`src/rtl/gray_bin_conv_pipe.sv`:
```
// Registered Gray<->binary converter with valid/ready handshake, per-word mode
// select and an optional Gray-adjacency checker with a saturating error counter.
module gray_bin_conv_pipe #(
    parameter int WIDTH     = 8,
    parameter bit CHECK_ADJ = 1'b1
) (
    input  logic             clk,
    input  logic             rst_n,
    input  logic             in_valid,
    output logic             in_ready,
    input  logic             in_mode,
    input  logic [WIDTH-1:0] in_data,
    output logic             out_valid,
    input  logic             out_ready,
    output logic [WIDTH-1:0] out_data,
    output logic             out_mode,
    output logic             out_adj_err,
    input  logic             clr_err,
    output logic [7:0]       err_cnt
);

    logic [WIDTH-1:0] g2b;
    logic [WIDTH-1:0] b2g;
    logic [WIDTH-1:0] conv;
    logic [WIDTH-1:0] cur_gray;
    logic             accept;
    logic             adj_err_next;

    assign in_ready = ~out_valid | out_ready;
    assign accept   = in_valid & in_ready;

    // Each binary bit is the XOR of all Gray bits at or above it.
    genvar gi;
    generate
        for (gi = 0; gi < WIDTH; gi++) begin : g_conv
            assign g2b[gi] = ^in_data[WIDTH-1:gi];
            if (gi == WIDTH - 1) begin : g_msb
                assign b2g[gi] = in_data[gi];
            end else begin : g_lsb
                assign b2g[gi] = in_data[gi] ^ in_data[gi+1];
            end
        end
    endgenerate

    assign conv     = in_mode ? b2g : g2b;
    assign cur_gray = in_mode ? b2g : in_data;

    generate
        if (CHECK_ADJ) begin : g_adj
            localparam logic [WIDTH-1:0] ONE = WIDTH'(1);
            logic [WIDTH-1:0] prev_gray_reg;
            logic             have_prev_reg;
            logic [7:0]       err_cnt_reg;
            logic [WIDTH-1:0] diff;
            logic             one_bit;

            assign diff         = cur_gray ^ prev_gray_reg;
            // Exactly one bit set: non-zero and a power of two.
            assign one_bit      = (diff != '0) && ((diff & (diff - ONE)) == '0);
            assign adj_err_next = have_prev_reg & ~one_bit;
            assign err_cnt      = err_cnt_reg;

            always_ff @(posedge clk or negedge rst_n) begin
                if (!rst_n) begin
                    prev_gray_reg <= '0;
                    have_prev_reg <= 1'b0;
                    err_cnt_reg   <= 8'd0;
                end else begin
                    if (accept) begin
                        prev_gray_reg <= cur_gray;
                        have_prev_reg <= 1'b1;
                    end
                    if (clr_err) begin
                        err_cnt_reg <= 8'd0;
                    end else if (accept && adj_err_next && err_cnt_reg != 8'hFF) begin
                        err_cnt_reg <= err_cnt_reg + 8'd1;
                    end
                end
            end
        end else begin : g_no_adj
            assign adj_err_next = 1'b0;
            assign err_cnt      = 8'd0;
        end
    endgenerate

    always_ff @(posedge clk or negedge rst_n) begin
        if (!rst_n) begin
            out_valid   <= 1'b0;
            out_data    <= '0;
            out_mode    <= 1'b0;
            out_adj_err <= 1'b0;
        end else if (accept) begin
            out_valid   <= 1'b1;
            out_data    <= conv;
            out_mode    <= in_mode;
            out_adj_err <= adj_err_next;
        end else if (out_ready) begin
            out_valid <= 1'b0;
        end
    end

endmodule
```
`config.mk`:
```
export PLATFORM = sky130hd
export DESIGN_NAME = gray_bin_conv_pipe
export DESIGN_NICKNAME = d
export VERILOG_FILES = /design/src/rtl/gray_bin_conv_pipe.sv
export SDC_FILE = /design/constraint.sdc
export NUM_CORES = 1
export LEC_CHECK = 0
export BUFFER_PORTS_ARGS = -buffer_cell sky130_fd_sc_hd__buf_2
export CAP_MARGIN = 20
export CELL_PAD_IN_SITES_DETAIL_PLACEMENT = 0
export CELL_PAD_IN_SITES_GLOBAL_PLACEMENT = 1
export CORE_ASPECT_RATIO = 0.9
export CORE_MARGIN = 5
export CORE_UTILIZATION = 35
export DETAILED_ROUTE_END_ITERATION = 8
export GPL_TIMING_DRIVEN = 0
export PLACE_DENSITY = 0.67
export SYNTH_ARGS = -nofsm -noshare
export SYNTH_HDL_FRONTEND = slang
export SYNTH_SLANG_ARGS = --single-unit
```
`constraint.sdc`:
```
create_clock -name clk -period 3.1 [get_ports clk]
set_input_delay 0.775 -clock clk [delete_from_list [all_inputs] [get_ports clk]]
set_output_delay 0.775 -clock clk [all_outputs]
set_load 0.05 [all_outputs]
```
==> flow_metrics.env, run 1 <==
export IMPL_dr_pass1_iters=4
export IMPL_path_max_fanout=10
export IMPL_syn_to_final_growth_pct=13.67
export IMPL_seq_power_share=0.406
export IMPL_htree_levels=1
export IMPL_drt_initial_drc_count=46
export IMPL_cts_buffers_inserted=3
export IMPL_slew_viol_final=0
export IMPL_fp_dieH_um=78.45
export IMPL_critPathMaxStageDelay_ps=470
export IMPL_syn_inst=200
export IMPL_grt_remaining_overflow=0
export IMPL_hold_path_class="flip-flop to flip-flop"
export IMPL_rows=25
export IMPL_cp_start_kind="input pin"
export IMPL_clock_latency_ps=270
export IMPL_nets=244
export IMPL_dp_slack_ps=-39.09
export IMPL_cts_root_buf="clkbuf_8"
export IMPL_post_cts_resized=0
export IMPL_finalClockSkew_ps=5.984
export IMPL_p_comb_frac=0.400
export IMPL_hold_viol=0
export IMPL_layout_drive_gt1_share=0.2018
export IMPL_vdd_ir_drop_max_mv=0.1677
export IMPL_rsz0062_at_grt="false"
export IMPL_period_minus_slack_ps=2858
export IMPL_yosysSeqAreaShare=0.3709
export IMPL_drtAntennaViolNets=0
export IMPL_avgViaCountPerCell=4.861
export IMPL_finalCritPeriodShare=0.9220
export IMPL_setup_slack_ps=241.8
export IMPL_grt_pass1_vias=1359
export IMPL_syn_cell_area_um2=1822
export IMPL_fp_coreArea_um2=5161
export IMPL_crit_type="input pin to flip-flop"
export IMPL_clock_sinks=27
export IMPL_hold_buffers=0
export IMPL_finish_utilization=0.4012
export IMPL_grt_pass1_wl_um=6796
export IMPL_drt_wl_total_um=4052
export IMPL_clk_pin_slew_ps=100
export IMPL_slowest_stage="or4_1"
export IMPL_place_inst=291
export IMPL_fmax_ghz=0.3499
export IMPL_io_pins=34
export IMPL_yosys_warnings=0
export IMPL_crit_path_end_kind="flip-flop"
export IMPL_p_per_area_nw_per_um2=505.8
export IMPL_ys_flop_type="dfrtp_1"
export IMPL_avgSynthCellArea_um2=9.109
export IMPL_n_antenna_cell=0
export IMPL_routedWlPerCell_um=13.74
export IMPL_drc=0
export IMPL_place_congestion=0.7284
export IMPL_dp_hpwl_um=2962
export IMPL_timing_hold_ws_ps=479.9
export IMPL_place_area_um2=2026
export IMPL_start_util=0.3530
export IMPL_syn_num_nets=215
export IMPL_postCtsSetupBuffers=0
export IMPL_cp_arrival_ps=3060
export IMPL_die_area_um2=6750
export IMPL_design_area_um2=2071
export IMPL_tightest_slew_ps=640.6
export IMPL_cts_tree="yes"
export IMPL_max_slew_margin=0.5729
export IMPL_grtUsageTotal=0.1262
export IMPL_switching_share=0.3958
export IMPL_async_flop_share=1.000
export IMPL_critical_path_required_ps=3300
export IMPL_synth_seq_cells=27
export IMPL_grt_antenna_before_repair=0
export IMPL_stdcell_count=295
export IMPL_clockBufferDepth=2
export IMPL_clockPowerShare=0.194
export IMPL_p_int_w=0.0006328
export IMPL_final_cell_mix="nand2_1, buf_2, dfrtp_1, o21ai_0, xnor2_1"
export IMPL_p_leak_nw=0.8938
export IMPL_setup_viol=0
export IMPL_power_switching_w=0.0004145
export IMPL_fp_dieW_um=86.05
export IMPL_vias=1434
export IMPL_status="finished, final reports clean"
export IMPL_crit_chain="buf_2 -> buf_2 -> nand4b_1 -> o211ai_1 -> a21oi_1 -> or4_1 -> nand3_1 -> o211ai_2 -> buf_4 -> or3_1 -> a21oi_1"
export IMPL_numPortBuffers=24
export IMPL_ys_types=47
export IMPL_grt_max_degree=28
export IMPL_drv_cap=0
export IMPL_synth_edf_count=0
[Yosys cell counts (2+ instances only)]
master	number	area [um^2]
nand3_1	5	25.02
buf_6	2	22.52
xnor2_1	21	183.9
a21oi_1	7	35.03
or4_1	2	15.01
nor2_1	7	26.28
inv_1	4	15.01
or3_1	6	37.54
or2b_1	2	15.01
nor3_1	2	10.01
buf_2	6	30.03
nand2b_1	3	18.77
nand2_1	30	112.6
clkbuf_1	4	15.01
buf_4	2	15.01
xor2_1	17	148.9
mux2i_1	2	20.02
o21ai_0	23	115.1
dfrtp_1	27	675.7
[path summary, 6_finish.rpt]
kind / startpoint / end / slack, ps / depth (start not counted)
min in group asynchronous: rst_n / g_adj.prev_gray_reg[5]$_DFFE_PN0P_ / 520 / 1
setup / recovery: in_mode / err_cnt[2]$_DFFE_PN0P_ / 240 / 11
setup reg to reg: g_adj.prev_gray_reg[5]$_DFFE_PN0P_ / err_cnt[2]$_DFFE_PN0P_ / 510 / 10
max in group asynchronous: rst_n / out_adj_err$_DFFE_PN0P_ / 2170 / 1
hold reg to reg: out_data[2]$_DFFE_PN0P_ / out_data[2]$_DFFE_PN0P_ / 480 / 2
hold / removal: out_data[2]$_DFFE_PN0P_ / out_data[2]$_DFFE_PN0P_ / 480 / 2
[metal layers]
layer	part of all wire	track usage	wire, um	vias up
li1	-	-	-	736
met1	0.49	0.1759	1987	676
met2	0.47	0.2003	1893	20
met3	0.033	0.01889	135	2
met4	0.0089	0.03797	36	0
met5	0	0	0	-
[through the flow]
stage | total power (W) | setup TNS (ps)
2_1_floorplan | 0.0007643 | 0
3_3_place_gp | 0.0008520 | -64.56
3_5_place_dp | 0.0008551 | -81.00
4_1_cts | 0.001068 | 0
5_1_grt | 0.001122 | 0
6_report | 0.001047 | 0
[critical path, delay by kind of cell]
family | cells | cell delay [ps]
AOI/OAI and AO/OA | 4 | 520
buffers and inverters | 3 | 660
and+or+nand+nor | 4 | 1090
[power groups by stage]
stage          Clock [W]  Sequential, W  Combinational (W)
2_1_floorplan          0       0.000526           0.000238
3_3_place_gp           0       0.000432           0.000420
3_5_place_dp           0       0.000433           0.000422
4_1_cts         0.000218       0.000426           0.000424
5_1_grt         0.000230       0.000432           0.000460
6_report        0.000204       0.000425           0.000419
[cell families after synthesis]
logic type,count (synthesis),share of synthesized area
XOR/XNOR,40,0.2047
multiplexers,4,0.02472
flip-flops,27,0.3709
AND/OR/NAND/NOR,63,0.1717
AO/OA/AOI/OAI,45,0.1573
adder cells (fa/ha/maj),1,0.006867
buffers and inverters,20,0.06386
[final cells by class]
class,count,area [um^2]
inverter,4,15.01
clock buffer,4,45.04
timing repair buffer,24,120.1
buffer,16,101.3
tap,67,83.83
multi-input combinational,153,1030
fill,555,3090
sequential,27,675.6
Power figures use the tool's default switching activity.
==> run 2: changes to the inputs <==
Settings changed: BUFFER_PORTS_ARGS -buffer_cell sky130_fd_sc_hd__buf_2 to default, DONT_BUFFER_PORTS from default to 1, PLACE_DENSITY 0.67 to 0.62.
Clock period 3.1 ns to 2.6 ns, I/O delays scaled along.
==> flow_metrics.env, run 2 (synthesis gave the netlist of run 1 again) <==
export IMPL_syn_to_final_growth_pct=10.44
export IMPL_crit_path_end_kind="flip-flop"
export IMPL_multi_input_area_um2=1052
export IMPL_clock_sinks=27
export IMPL_grt_antenna_before_repair=0
export IMPL_dp_slack_ps=-227.1
export IMPL_hold_viol=0
export IMPL_cts_root_buf="clkbuf_8"
export IMPL_setup_viol=0
export IMPL_grt_pass1_wl_um=7107
export IMPL_start_util=0.3530
export IMPL_final_cell_mix="nand2_1, dfrtp_1, o21ai_0, xnor2_1, xor2_1"
export IMPL_layout_drive_gt1_share=0.1330
export IMPL_path_max_fanout=9
export IMPL_finish_utilization=0.3898
export IMPL_place_congestion=0.8281
export IMPL_p_per_area_nw_per_um2=616.0
export IMPL_cp_arrival_ps=2720
export IMPL_die_area_um2=6750
export IMPL_critical_path_required_ps=2810
export IMPL_nets=219
export IMPL_grtUsageTotal=0.1308
export IMPL_grt_max_degree=28
export IMPL_period_minus_slack_ps=2512
export IMPL_dr_pass1_iters=4
export IMPL_rrSetupSlack_ps=160
export IMPL_vias=1417
export IMPL_fp_dieH_um=78.45
export IMPL_cp_start_kind="input pin"
export IMPL_setup_slack_ps=88.17
export IMPL_hold_path_class="input pin to asynchronous set/reset pin"
export IMPL_clock_latency_ps=280
export IMPL_register_area_um2=675.6
export IMPL_clockBufferDepth=2
export IMPL_post_cts_resized=0
export IMPL_finalClockSkew_ps=1.943
export IMPL_cts_tree="yes"
export IMPL_fp_dieW_um=86.05
export IMPL_crit_type="input pin to flip-flop"
export IMPL_vdd_ir_drop_max_mv=0.2805
export IMPL_drv_cap=0
export IMPL_grt_remaining_overflow=0
export IMPL_n_antenna_cell=0
export IMPL_r2r_start="g_adj.prev_gray_reg[5]$_DFFE_PN0P_"
export IMPL_reg2regPathDepth=8
export IMPL_avgViaCountPerCell=5.248
export IMPL_timing_hold_ws_ps=45.69
export IMPL_drc=0
export IMPL_status="finished, final reports clean"
export IMPL_rows=25
export IMPL_finalCritPeriodShare=0.9661
export IMPL_routedWlPerCell_um=15.61
export IMPL_rr_endpoint="err_cnt[5]$_DFFE_PN0P_"
export IMPL_max_slew_margin=0.5692
export IMPL_cts_buffers_inserted=3
export IMPL_fp_coreArea_um2=5161
export IMPL_numPortBuffers=0
export IMPL_htree_levels=1
export IMPL_clk_pin_slew_ps=100
export IMPL_drtAntennaViolNets=0
export IMPL_dp_hpwl_um=3173
export IMPL_slew_viol_final=0
export IMPL_drt_initial_drc_count=71
export IMPL_grt_pass1_vias=1357
export IMPL_final_common_cell="nand2_1"
export IMPL_hold_buffers=0
export IMPL_p_leak_nw=0.8073
export IMPL_tightest_slew_ps=646.2
export IMPL_fmax_ghz=0.3981
export IMPL_drt_wl_total_um=4216
export IMPL_io_pins=34
export IMPL_nFillCells=546
export IMPL_postCtsSetupBuffers=0
[run 2: cell count changes in the layout (fill, tap and decap cells not counted), sizes merged]
cell and delta:
buf -25, clkbuf -1, clkinvlp +1
[run 2: final cells by class]
class / count / area share
clock buffers: 3 / 0.02052
multi-input cells: 153 / 0.5230
plain buffers: 15 / 0.06779
flip-flops and latches: 27 / 0.3358
clock inverters: 1 / 0.003731
well taps: 67 / 0.04167
inverters: 4 / 0.007463
[run 2: layer usage]
metal	global-route usage	vias to the layer above	share of wire
met2	0.1934	34	0.44
met3	0.03253	5	0.077
met1	0.1890	684	0.47
met5	0	-	0
met4	0.03323	0	0.010
li1	-	694	-
[run 2: worst max-delay path by stage]
stage	from	endpoint	depth (start not counted)
2_1_floorplan	in_data[4]	err_cnt[5]$_DFFE_PN0P_	9
3_3_place_gp	in_mode	err_cnt[5]$_DFFE_PN0P_	9
3_5_place_dp	in_mode	err_cnt[5]$_DFFE_PN0P_	9
4_1_cts	out_valid$_DFFE_PN0P_	err_cnt[5]$_DFFE_PN0P_	6
5_1_grt	in_data[2]	err_cnt[5]$_DFFE_PN0P_	9
6_report	in_mode	err_cnt[5]$_DFFE_PN0P_	9
[run 2: where the power goes]
part | internal, W | switching, W
combinational | 0.000158 | 0.000188
clock | 0.000109 | 0.000150
sequential | 0.000469 | 0.000165
[run 2: per-stage QoR]
| stage | setup TNS [ps] | instances | total power, W | cell area [um^2] |
|---|---|---|---|---|
| floorplan | -131.5 | 200 | 0.0009209 | 1871 |
| global placement | -770.3 | 267 | 0.0009772 | 1954 |
| detailed placement | -1081 | 267 | 0.0009877 | 1954 |
| CTS | 0 | 271 | 0.001252 | 2003 |
| global route | -0.8771 | 270 | 0.001324 | 2012 |
| finish | 0 | 270 | 0.001239 | 2012 |
[run 2: worst max-delay path: stages]
cell,delay [ps]
buf_8,110
nand2_4,50
xor3_1,440
nand2_1,80
or4_1,520
nand3_2,110
o211ai_2,130
or4_1,480
a21oi_1,140
